$ cat src/rtl/rf_wb_arbiter_pkg.sv
// Shared constants for the register-file write-back arbiter.
package rf_wb_arbiter_pkg;

   localparam int NREQ = 3;   // requesters: ALU, MEM, DBG
   localparam int AW   = 5;   // register address width
   localparam int DW   = 32;  // register data width
   localparam int IDW  = 2;   // width of a requester index

   localparam int REQ_ALU = 0;
   localparam int REQ_MEM = 1;
   localparam int REQ_DBG = 2;

   // Writes to x0 are accepted but never reach the register file
   localparam logic [AW-1:0] X0 = '0;

endpackage

$ cat src/rtl/rf_wb_arbiter_rr_arbiter.sv
// Round-robin arbiter: one-hot grant per cycle, pointer rotates past the winner.
module rr_arbiter
   import rf_wb_arbiter_pkg::*;
#(
   parameter int N  = NREQ,
   parameter int IW = IDW
) (
   input  logic          clk,
   input  logic          rst,
   input  logic [N-1:0]  valid,
   input  logic          hold,
   output logic [N-1:0]  grant,
   output logic [IW-1:0] grant_idx,
   output logic          grant_any
);

   logic [IW-1:0] ptr;
   int            cand;
   logic          found;

   // Search ptr, ptr+1, ... (mod N) for the first valid requester; hold and reset mask all grants
   always_comb begin
      grant     = '0;
      grant_idx = '0;
      found     = 1'b0;
      cand      = 0;
      if (!rst && !hold) begin
         for (int k = 0; k < N; k++) begin
            cand = int'(ptr) + k;
            if (cand >= N) cand = cand - N;
            if (!found && valid[cand]) begin
               found       = 1'b1;
               grant[cand] = 1'b1;
               grant_idx   = IW'(cand);
            end
         end
      end
   end

   assign grant_any = found;

   // Rotate the pointer to just past the winner; unchanged when nothing is granted
   always_ff @(posedge clk or posedge rst) begin
      if (rst)
         ptr <= '0;
      else if (grant_any)
         ptr <= (grant_idx == IW'(N-1)) ? '0 : grant_idx + 1'b1;
   end

endmodule

$ cat src/rtl/rf_wb_arbiter.sv
// Write-back arbiter: shares the single register-file write port between ALU, MEM and DBG.
module rf_wb_arbiter
   import rf_wb_arbiter_pkg::*;
#(
   parameter int NREQ_P = NREQ,
   parameter int AW_P   = AW,
   parameter int DW_P   = DW
) (
   input  logic                   clk,
   input  logic                   rst,
   input  logic [NREQ_P-1:0]      req_valid,
   output logic [NREQ_P-1:0]      req_ready,
   input  logic [NREQ_P*AW_P-1:0] req_wa,
   input  logic [NREQ_P*DW_P-1:0] req_wd,
   input  logic                   hold,
   output logic                   rf_we,
   output logic [AW_P-1:0]        rf_wa,
   output logic [DW_P-1:0]        rf_wd,
   output logic [1:0]             grant_id,
   output logic [31:0]            busy,
   output logic [31:0]            wb_count
);

   logic [1:0]      gnt_idx;
   logic            gnt_any;
   logic [AW_P-1:0] sel_wa;
   logic [DW_P-1:0] sel_wd;
   logic [31:0]     wb_count_q;

   rr_arbiter #(.N(NREQ_P), .IW(2)) u_arb (
      .clk       (clk),
      .rst       (rst),
      .valid     (req_valid),
      .hold      (hold),
      .grant     (req_ready),
      .grant_idx (gnt_idx),
      .grant_any (gnt_any)
   );

   // Select the winner's destination and data
   always_comb begin
      sel_wa = req_wa[int'(gnt_idx)*AW_P +: AW_P];
      sel_wd = req_wd[int'(gnt_idx)*DW_P +: DW_P];
   end

   // One-entry output stage; x0 destinations are accepted but leave rf_we low
   always_ff @(posedge clk or posedge rst) begin
      if (rst) begin
         rf_we    <= 1'b0;
         rf_wa    <= '0;
         rf_wd    <= '0;
         grant_id <= '0;
      end else if (gnt_any) begin
         rf_we    <= (sel_wa != X0);
         rf_wa    <= sel_wa;
         rf_wd    <= sel_wd;
         grant_id <= gnt_idx;
      end else begin
         rf_we    <= 1'b0;
      end
   end

   // Count committed writes; wraps naturally at 2^32
   always_ff @(posedge clk or posedge rst) begin
      if (rst)
         wb_count_q <= '0;
      else
         wb_count_q <= wb_count_q + 32'(rf_we);
   end

   assign wb_count = wb_count_q;

   // Scoreboard bit of the register currently being written
   always_comb begin
      busy = rf_we ? (32'd1 << rf_wa) : 32'd0;
   end

endmodule

$ cat config.mk
export PLATFORM = sky130hd
export DESIGN_NAME = rf_wb_arbiter
export DESIGN_NICKNAME = d
export VERILOG_FILES = /design/src/rtl/rf_wb_arbiter_pkg.sv /design/src/rtl/rf_wb_arbiter_rr_arbiter.sv /design/src/rtl/rf_wb_arbiter.sv
export SDC_FILE = /design/constraint.sdc
export NUM_CORES = 1
export LEC_CHECK = 0
export BUFFER_PORTS_ARGS = -buffer_cell sky130_fd_sc_hd__buf_2
export CELL_PAD_IN_SITES_DETAIL_PLACEMENT = 1
export CELL_PAD_IN_SITES_GLOBAL_PLACEMENT = 1
export CORE_MARGIN = 1.5
export CORE_UTILIZATION = 33
export DETAILED_ROUTE_END_ITERATION = 16
export PLACE_DENSITY_LB_ADDON = 0.3
export REMOVE_ABC_BUFFERS = 1
export SLEW_MARGIN = 20
export SYNTH_ARGS = -nofsm -noshare
export SYNTH_HDL_FRONTEND = slang
export SYNTH_SLANG_ARGS = --single-unit
$ cat constraint.sdc
create_clock -name clk -period 3.1 [get_ports clk]
set_clock_uncertainty 0.15 [all_clocks]
set_input_delay 0.62 -clock clk [delete_from_list [all_inputs] [get_ports clk]]
set_output_delay 0.62 -clock clk [all_outputs]
set_load 0.1 [all_outputs]
# Yosys cells after proc, flatten, opt, wreduce, memory -nomap -nowiden

Cells that the tools add are included.

Register bits: 74
Bits of input ports: 117
Output and inout port bits: 107
Logic and storage cells: 80

$add $sub $neg: 7
Multipliers: 1
$lt $le $gt $ge: 9
Equality and inequality tests: 1
Shifts and indexed selects: 3
Mux-type cells: 40
Bitwise logic cells: 2
Reduce and logical (&&, ||, !) cells: 11

Operators with widths:

| kind                                                 | count |
|---|---|
| 2-to-1 mux 32 bit                                    | 7 |
| >= comparator 32 x 1 -> 1 bit, second input constant | 3 |
| < comparator 32 x 4 -> 1 bit, second input constant  | 3 |
| indexed part select 96 x 8 -> 32 bit                 | 1 |
| >= comparator 32 x 3 -> 1 bit, second input constant | 2 |
| subtractor 32 x 3 -> 32 bit, second input constant   | 2 |
| adder 32 x 1 -> 32 bit                               | 1 |
| << shifter 1 x 5 -> 32 bit, first input constant     | 1 |
| 2-to-1 mux 3 bit                                     | 6 |
| 2-to-1 mux 1 bit                                     | 16 |
| indexed part select 15 x 6 -> 5 bit                  | 1 |
| 2-to-1 mux 2 bit                                     | 5 |
| binary-select mux 1 bit (select 2 bit)               | 3 |
| demux 1 bit (select 2 bit)                           | 3 |
| logical AND 1 bit                                    | 6 |
| bitwise OR 3 bit                                     | 2 |
| multiplier 2 x 3 -> 5 bit, second input constant     | 1 |
| nonzero test 5 bit                                   | 1 |
| zero test 1 bit                                      | 4 |
| adder 2 x 1 -> 3 bit, second input constant          | 1 |
| adder 2 x 2 -> 3 bit, second input constant          | 1 |
| subtractor 2 x 2 -> 3 bit, second input constant     | 1 |
| adder 2 x 1 -> 2 bit, second input constant          | 1 |
| == test 2 bit, second input constant                 | 1 |
| >= comparator 2 bit, second input constant           | 1 |

# Depth between registers and ports, before layout

Gate-level depths: netlist (run 1).

Depth after elaboration: 20
Mapped depth: 12
Gate-level depth less buffers: 9

# Hierarchy

From an unflattened synthesis (run 1), not the netlist that was laid out.

Cell total of the unflattened synthesis: 493
Area, all modules: 4,366.7 um^2

Modules (own cells, without submodules):

| module        | times used | cells each | area an instance (um^2) | seq. area each (um^2) |
|---|---|---|---|---|
| rf_wb_arbiter | 1          | 425        | 3,832.4                 | 1,801.7 |
| rr_arbiter    | 1          | 68         | 534.3                   | 50.0 |

# Worst setup path before layout (run 1)

No wires, ideal clock.

Path type: register to output
Start: register u_arb.ptr[0]
End: output req_ready[0]
Arrival time: 3.825 ns
Data required time: 2.330 ns
Setup slack: -1.495 ns
Stages on the path, launching flop included: 10
Path buffers: 1
Cells stage by stage: dfrtp_1 inv_1 ha_1 buf_2 a211oi_1 a21o_1 nand3_1 o21ai_0 nor2_1 a211oi_1

Longest elaborated chain between the ends: 16
Elaborated cells between the ends (all ways): 54
Those cells by class: add/sub (5); order compare (9); mux (31); bitwise (2); reduce/logical (7)

RTL lines:

| what                                                                                 | line                           | RTL |
|---|---|---|
| from (decl)                                                                          | rf_wb_arbiter_rr_arbiter.sv:17 | `logic [IW-1:0] ptr;` |
| from (signal assigned)                                                               | rf_wb_arbiter_rr_arbiter.sv:47 | `ptr <= (grant_idx == IW'(N-1)) ? '0 : grant_idx + 1'b1;` |
| parallel branches: the longest is 14 deep, another holds subtractor 32 x 3 -> 32 bit | n/a                            |  |
| 2-to-1 mux 3 bit *                                                                   | rf_wb_arbiter_rr_arbiter.sv:31 | `if (!found && valid[cand]) begin` |
| 2-to-1 mux 3 bit *                                                                   | rf_wb_arbiter_rr_arbiter.sv:27 | `if (!rst && !hold) begin` |
| to (decl)                                                                            | rf_wb_arbiter.sv:12            | `output logic [NREQ_P-1:0] req_ready,` |

Every way passes the cells marked *. The select of a mux whose other input is x is not followed.

# Final worst setup path (run 1)

Start: register u_arb.ptr[1]
End: output req_ready[0]

The elaborated chain is that of the path after synthesis.

==> results of run 1 <==
power breakdown:
part           switching [mW]  leakage [nW]  internal [mW]
clock                   0.428         0.164          0.735
combinational            3.35          2.03          0.922
sequential              0.235         0.957           1.28
total                    4.01          3.15           2.93
timing repair:
item,4_1_cts,5_1_grt
pin swaps,2,5
endpoints found under the setup margin,3,3
gates cloned,0,0
endpoints found under the hold margin,0,0
setup buffers,1,4
resized for setup,7,9
worst max-delay path: stages, from the launching register on:
cell and delay (ns):
dfrtp_2 0.45, inv_2 0.10, ha_4 0.19, nor2b_2 0.06, a211oi_2 0.23, a21o_1 0.15
nand3_1 0.08, o21ai_1 0.08, nor2_1 0.07, a211oi_2 0.30, buf_12 0.22
cell usage in the layout, fill, tap and decap left out, drive strengths merged, types with 2 or more instances in the layout:
cell,instances
nand4,6
clkbuf,10
nor2b,4
bufinv,2
xor2,8
nand2b,5
a21oi,6
a21boi,2
nor3,5
nand3,17
xnor2,22
a21o,35
a211oi,35
mux2i,35
and3,8
a221oi,2
nor2,81
buf,235
a222oi,2
ha,6
clkinv,3
dfrtp,74
inv,9
o21ai,9
or2,2
nand2,30
final timing paths:
check                                               to  slack [ns]                     start
worst min register to register  wb_count[31]$_DFF_PP0_        0.31    wb_count[31]$_DFF_PP0_
worst max-delay path                      req_ready[0]        0.08  u_arb.ptr[1]$_DFFE_PP0P_
worst min-delay path             rf_wd[24]$_DFFE_PP0P_        0.21                       rst
worst max register to register   rf_wd[19]$_DFFE_PP0P_        0.39  u_arb.ptr[1]$_DFFE_PP0P_
max in group asynchronous         rf_wd[0]$_DFFE_PP0P_        1.95                       rst
min in group clk                wb_count[31]$_DFF_PP0_        0.31    wb_count[31]$_DFF_PP0_
metal layers:
metal / vias to the layer above / share of wire (%) / track usage (%)
met4: 0 / 1.7 / 6.67
met2: 156 / 51 / 36.5
met1: 1974 / 40 / 21.4
met5: - / 0 / 0
li1: 2000 / - / -
met3: 16 / 7.0 / 5.18
logic make-up (layout without fill, tap and decap cells):
kind of cell,Yosys count,count (layout),synth area share [%]
mux,36,36,8.68
compound gates,101,101,18.3
xor+xnor,30,30,6.24
buf+inv,33,259,3.83
fa+ha+maj,6,6,1.78
flops,74,74,44.0
simple gates,162,162,17.1
synthesized netlist by cell type, types with 2 or more instances:
cell type,number
nor2_1,80
dfrtp_1,74
a211oi_1,35
a21o_1,35
mux2i_1,34
nand2_1,30
xnor2_1,22
nand3_1,17
clkbuf_1,12
buf_2,9
inv_1,8
xor2_1,8
and3_1,7
o21ai_0,7
ha_1,6
nand4_1,6
a21oi_1,5
nand2b_1,5
nor3_1,5
nor2b_1,4
buf_6,3
a21boi_0,2
a222oi_1,2
o21ai_1,2
or2_2,2
through the flow:
stage                     worst slack, ns   TNS, ns  std cells
after floorplan                     -2.16    -72.08        417
after global placement              0.138         0        820
after detailed placement          0.00222         0        820
after CTS                          0.0581         0        837
after global routing             -0.00957  -0.00957        840
final                              0.0820         0        840
final cells by class:
cell class	instances	area (um^2)
Fill cell	1560	6520
Multi-Input combinational cell	335	2270
Sequential cell	74	1850
Timing Repair Buffer	235	1290
Clock buffer	10	239
Tap cell	172	215
Clock inverter	6	95.1
Inverter	8	31.3
flip-flops by register name, indices dropped and copies added (netlist names):
register,count
grant_id,2
wb_count,32
rf_we,1
rf_wa,5
rf_wd,32
u_arb.ptr,2
==> impl_metrics.toml, run 1 <==
[sta]
relSlewSlack_pct = 57.0
tightest_slew_ns = 0.644
drv_slew = 0
period_share_pct = 97.4
fmax_mhz = 331
finalHoldWorstSlack_ns = 0.212
min_period_ns = 3.02
hold_viol_final = 0
setup_viol = 0
rsz0062_at_grt = "yes"

[synthesis]
yosysTopAreaCell = "dfrtp_1"
async_flop_share_pct = 100
synth.cell_area_um2 = 4210
synth_edf_count = 0
yosys_warnings = 0
synthCells = 442
ys_ff_latch = 74
synth.area.top_cells = "dfrtp_1 (44%), mux2i_1 (8.1%), nor2_1 (7.1%)"
ys_seq_area_share_pct = 44.0
synth.distinct_cells = 47
synthDominantCellAreaShare_pct = 44.0
ys.flop_type = "dfrtp_1"
syn_area_per_cell_um2 = 9.52

[layout]
synthToLayoutAreaGrowth_pct = 42.5
fin_nets = 786
diodes = 0
drive_gt1_share_pct = 41.5
final_area_um2 = 6000
fin_util_pct = 47.9

[critical_path]
cp.arrival_ns = 2.25
crit_fanout = 7
reg2reg_depth = 11
critPathRequiredTime_ns = 2.33
cp-end-kind = "primary output"
critPathLaunchType = "flip-flop"
worstSetupPathType = "reg -> out"

[power_and_ir_drop]
powerDensity_nw_per_um2 = 1160
power_mw = 6.95
leakage_nw = 3.15
peakVddDrop_v = 0.000487

[grt]
grt_pass1_vias = 4274
grt_usage_pct = 19.6
grt_max_degree = 80
grt_pass1_wl_um = 20600
antenna_found_initial = 0
gr-total-overflow = 0

[die]
core_area_um2 = 12500
die_height_um = 116
start_util_pct = 33.6
die_x_um = 116
io_pins = 224
dieArea_um2 = 13400
fp-row-count = 41

[detailed_routing]
drcViolationCount = 0
vias = 4146
firstDrtPassIters = 4
drt-wirelength-per-cell_um = 15.8
drtAntennaViolNets = 0
wl_um = 13300
initialDrtViolationCount = 112
avgViaCountPerCell = 4.94

[clock_tree]
clkLatencyLatePin_ns = 0.34
cts_made_buffers = 9
clk_pin_slew_ns = 0.06
cts_buffer_depth = 2
holdBufCountCts = 0
clock_sinks = 74
cts_root_buf = "clkbuf_16"
htree_levels = 3
cts_tree = "built"

[flow_run]
drv_cap = 0

[outcome]
outcome = "complete, no violations"

[worst_hold_path]
worstHoldPathType = "in -> async"

[place]
io_buffers = 223
gp_congestion = 0.816
postPlaceCellArea_um2 = 5570
dpl.hpwl_um = 10100
Note: power is estimated with default switching activity, not from simulation.
==> inputs of run 2 (changes only) <==
--- a/config.mk
+++ b/config.mk
@@ -12,7 +12,6 @@
 export CORE_UTILIZATION = 33
 export DETAILED_ROUTE_END_ITERATION = 16
 export PLACE_DENSITY_LB_ADDON = 0.3
-export REMOVE_ABC_BUFFERS = 1
 export SLEW_MARGIN = 20
 export SYNTH_ARGS = -nofsm -noshare
 export SYNTH_HDL_FRONTEND = slang
==> impl_metrics.toml, run 2 (synthesized netlist as in run 1, its figures left out) <==
[layout]
fill_cells = 1533
drive_gt1_share_pct = 45.1
fin_util_pct = 48.1
mostFrequentLayoutCells = "buf_2 (220), dfrtp_1 (72), nor2_1 (52), a21o_1 (35), mux2i_1 (34)"
multi_input_area_um2 = 2370
seqCellArea_um2 = 1850
fin_nets = 784
layout_commonest_cell = "buf_2"
final_area_um2 = 6010
synthToLayoutAreaGrowth_pct = 42.9
fin_cells = 838

[critical_path]
max_stage_delay_ns = 0.44
r2r-start = "u_arb.ptr[0]$_DFFE_PP0P_"
cp_common_cell = "a211oi_4"
timing.rr.end = "rf_we$_DFF_PP0_"
cp_num_buf_inv = 2
cp_slowest_cell = "dfrtp_2"
cp-end-kind = "primary output"
critPathRequiredTime_ns = 2.33
reg2reg_depth = 10
path_cells = "inv_2 -> ha_4 -> nor2b_1 -> a211oi_4 -> a21o_1 -> nand3_1 -> o21ai_0 -> nor2_1 -> a211oi_4 -> buf_12"
cp.arrival_ns = 2.27
cp_top_family = "compound AO/OA/AOI/OAI gates"
worstSetupPathType = "reg -> out"
r2r_slack_ns = 0.30
crit_fanout = 6
critPathLaunchType = "flip-flop"

[die]
start_util_pct = 33.6
core_area_um2 = 12500
die_height_um = 116
die_x_um = 116
io_pins = 224
fp-row-count = 41
dieArea_um2 = 13400

[sta]
drv_slew = 0
hold_viol_final = 0
fmax_mhz = 328
min_period_ns = 3.04
relSlewSlack_pct = 54.7
period_share_pct = 98.2
tightest_slew_ns = 0.678
finalHoldWorstSlack_ns = 0.258
rsz0062_at_grt = "yes"
setup_viol = 0

[detailed_routing]
avgViaCountPerCell = 4.93
initialDrtViolationCount = 118
drt-wirelength-per-cell_um = 15.9
vias = 4134
drtAntennaViolNets = 0
drcViolationCount = 0
wl_um = 13300
firstDrtPassIters = 4

[grt]
grt_max_degree = 80
grt_pass1_wl_um = 21300
antenna_found_initial = 1
grt_usage_pct = 20.3
gr-total-overflow = 0
grt_pass1_vias = 4251

[clock_tree]
clock_sinks = 74
cts_made_buffers = 9
htree_levels = 3
clkLatencyLatePin_ns = 0.33
clk_pin_slew_ns = 0.05
cts_root_buf = "clkbuf_16"
cts_buffer_depth = 2
cts_tree = "built"

[worst_hold_path]
worstHoldPathType = "in -> async"

[power_and_ir_drop]
switching_share_pct = 59.7
p_int_mw = 2.73
powerDensity_nw_per_um2 = 1130
p_clk_share_pct = 13.5
combPwrFrac_pct = 64.1
leakage_nw = 3.11
power_mw = 6.78
peakVddDrop_v = 0.000701
seq_power_share_pct = 22.4
p_sw_mw = 4.05

[place]
dpl.hpwl_um = 10400
gp_congestion = 0.837
io_buffers = 223
dp.cells = 819
postPlaceCellArea_um2 = 5680

[flow_run]
drv_cap = 0

[synthesis]
syn-num-nets = 565

[outcome]
outcome = "complete, no violations"
==> run 2: changes by cell type in the layout (fill, tap and decap cells not counted), sizes merged <==
cell | before | now
buf | 235 | 232
bufinv | 2 | 0
clkinv | 3 | 5
clkbuf | 10 | 11
diode | 0 | 1
inv | 9 | 8
==> run 2: worst reg2reg max path: cells and delay by family, from the launching register on <==
| kind | cells | cell delay [ns] |
|---|---|---|
| AND/OR/NAND/NOR | 1 | 0.35 |
| flip-flops | 1 | 0.44 |
| adder cells (fa/ha/maj) | 1 | 0.26 |
| buffers and inverters | 3 | 0.51 |
| AO/OA/AOI/OAI | 5 | 0.95 |
==> run 2: timing repair <==
action	4_1_cts	5_1_grt
setup buffers	0	3
pin swaps	0	1
endpoints found under the setup margin	3	3
hold buffers	0	0
gates resized for setup	6	6
endpoints found under the hold margin	0	0
cloned	0	0
==> run 2: final cells by class <==
type                    count  share of cell area (%)
well taps                 172                    3.58
multi-input cells         335                    39.4
diodes                      1                  0.0416
repair buffers            233                    21.3
inverters                   8                   0.499
clock buffers              10                    3.81
flip-flops and latches     74                    30.8
clock inverters             5                   0.541
==> run 2: through the flow <==
| step | TNS (ns) | worst slack (ns) |
|---|---|---|
| 4_1_cts | 0 | 0.00213 |
| 6_report | 0 | 0.0557 |
| 3_5_place_dp | 0 | 0.0917 |
| 3_3_place_gp | 0 | 0.262 |
| 2_1_floorplan | -1.95 | -0.451 |
| 5_1_grt | -0.0732 | -0.0497 |
==> run 2: routing by layer <==
layer  vias to the layer above  GRT usage, %  routed length (um)
met3                        22          4.86                 900
met2                       167          38.0                6970
li1                       1994             -                   -
met1                      1951          22.5                5170
met4                         0          6.59                 313
met5                         -             0                   0
==> run 2: power by group through the flow <==
stage | Sequential [mW] | Combinational, mW | Clock (mW)
2_1_floorplan | 3.64 | 1.29 | 0
3_3_place_gp | 1.50 | 4.17 | 0
3_5_place_dp | 1.52 | 4.25 | 0
4_1_cts | 1.52 | 4.28 | 0.954
5_1_grt | 1.57 | 4.54 | 1.00
6_report | 1.52 | 4.34 | 0.919
==> run 2: worst max path at each step <==
stage	slack, ns	cells past startpoint	endpoint	startpoint
after global placement	0.26	7	req_ready[0]	u_arb.ptr[1]$_DFFE_PP0P_
after CTS	0.002	9	req_ready[0]	u_arb.ptr[0]$_DFFE_PP0P_
after global routing	-0.05	10	req_ready[0]	u_arb.ptr[1]$_DFFE_PP0P_
after detailed placement	0.09	10	req_ready[0]	u_arb.ptr[1]$_DFFE_PP0P_
final	0.06	10	req_ready[0]	u_arb.ptr[1]$_DFFE_PP0P_
after floorplan	-0.45	3	busy[24]	rf_we$_DFF_PP0_
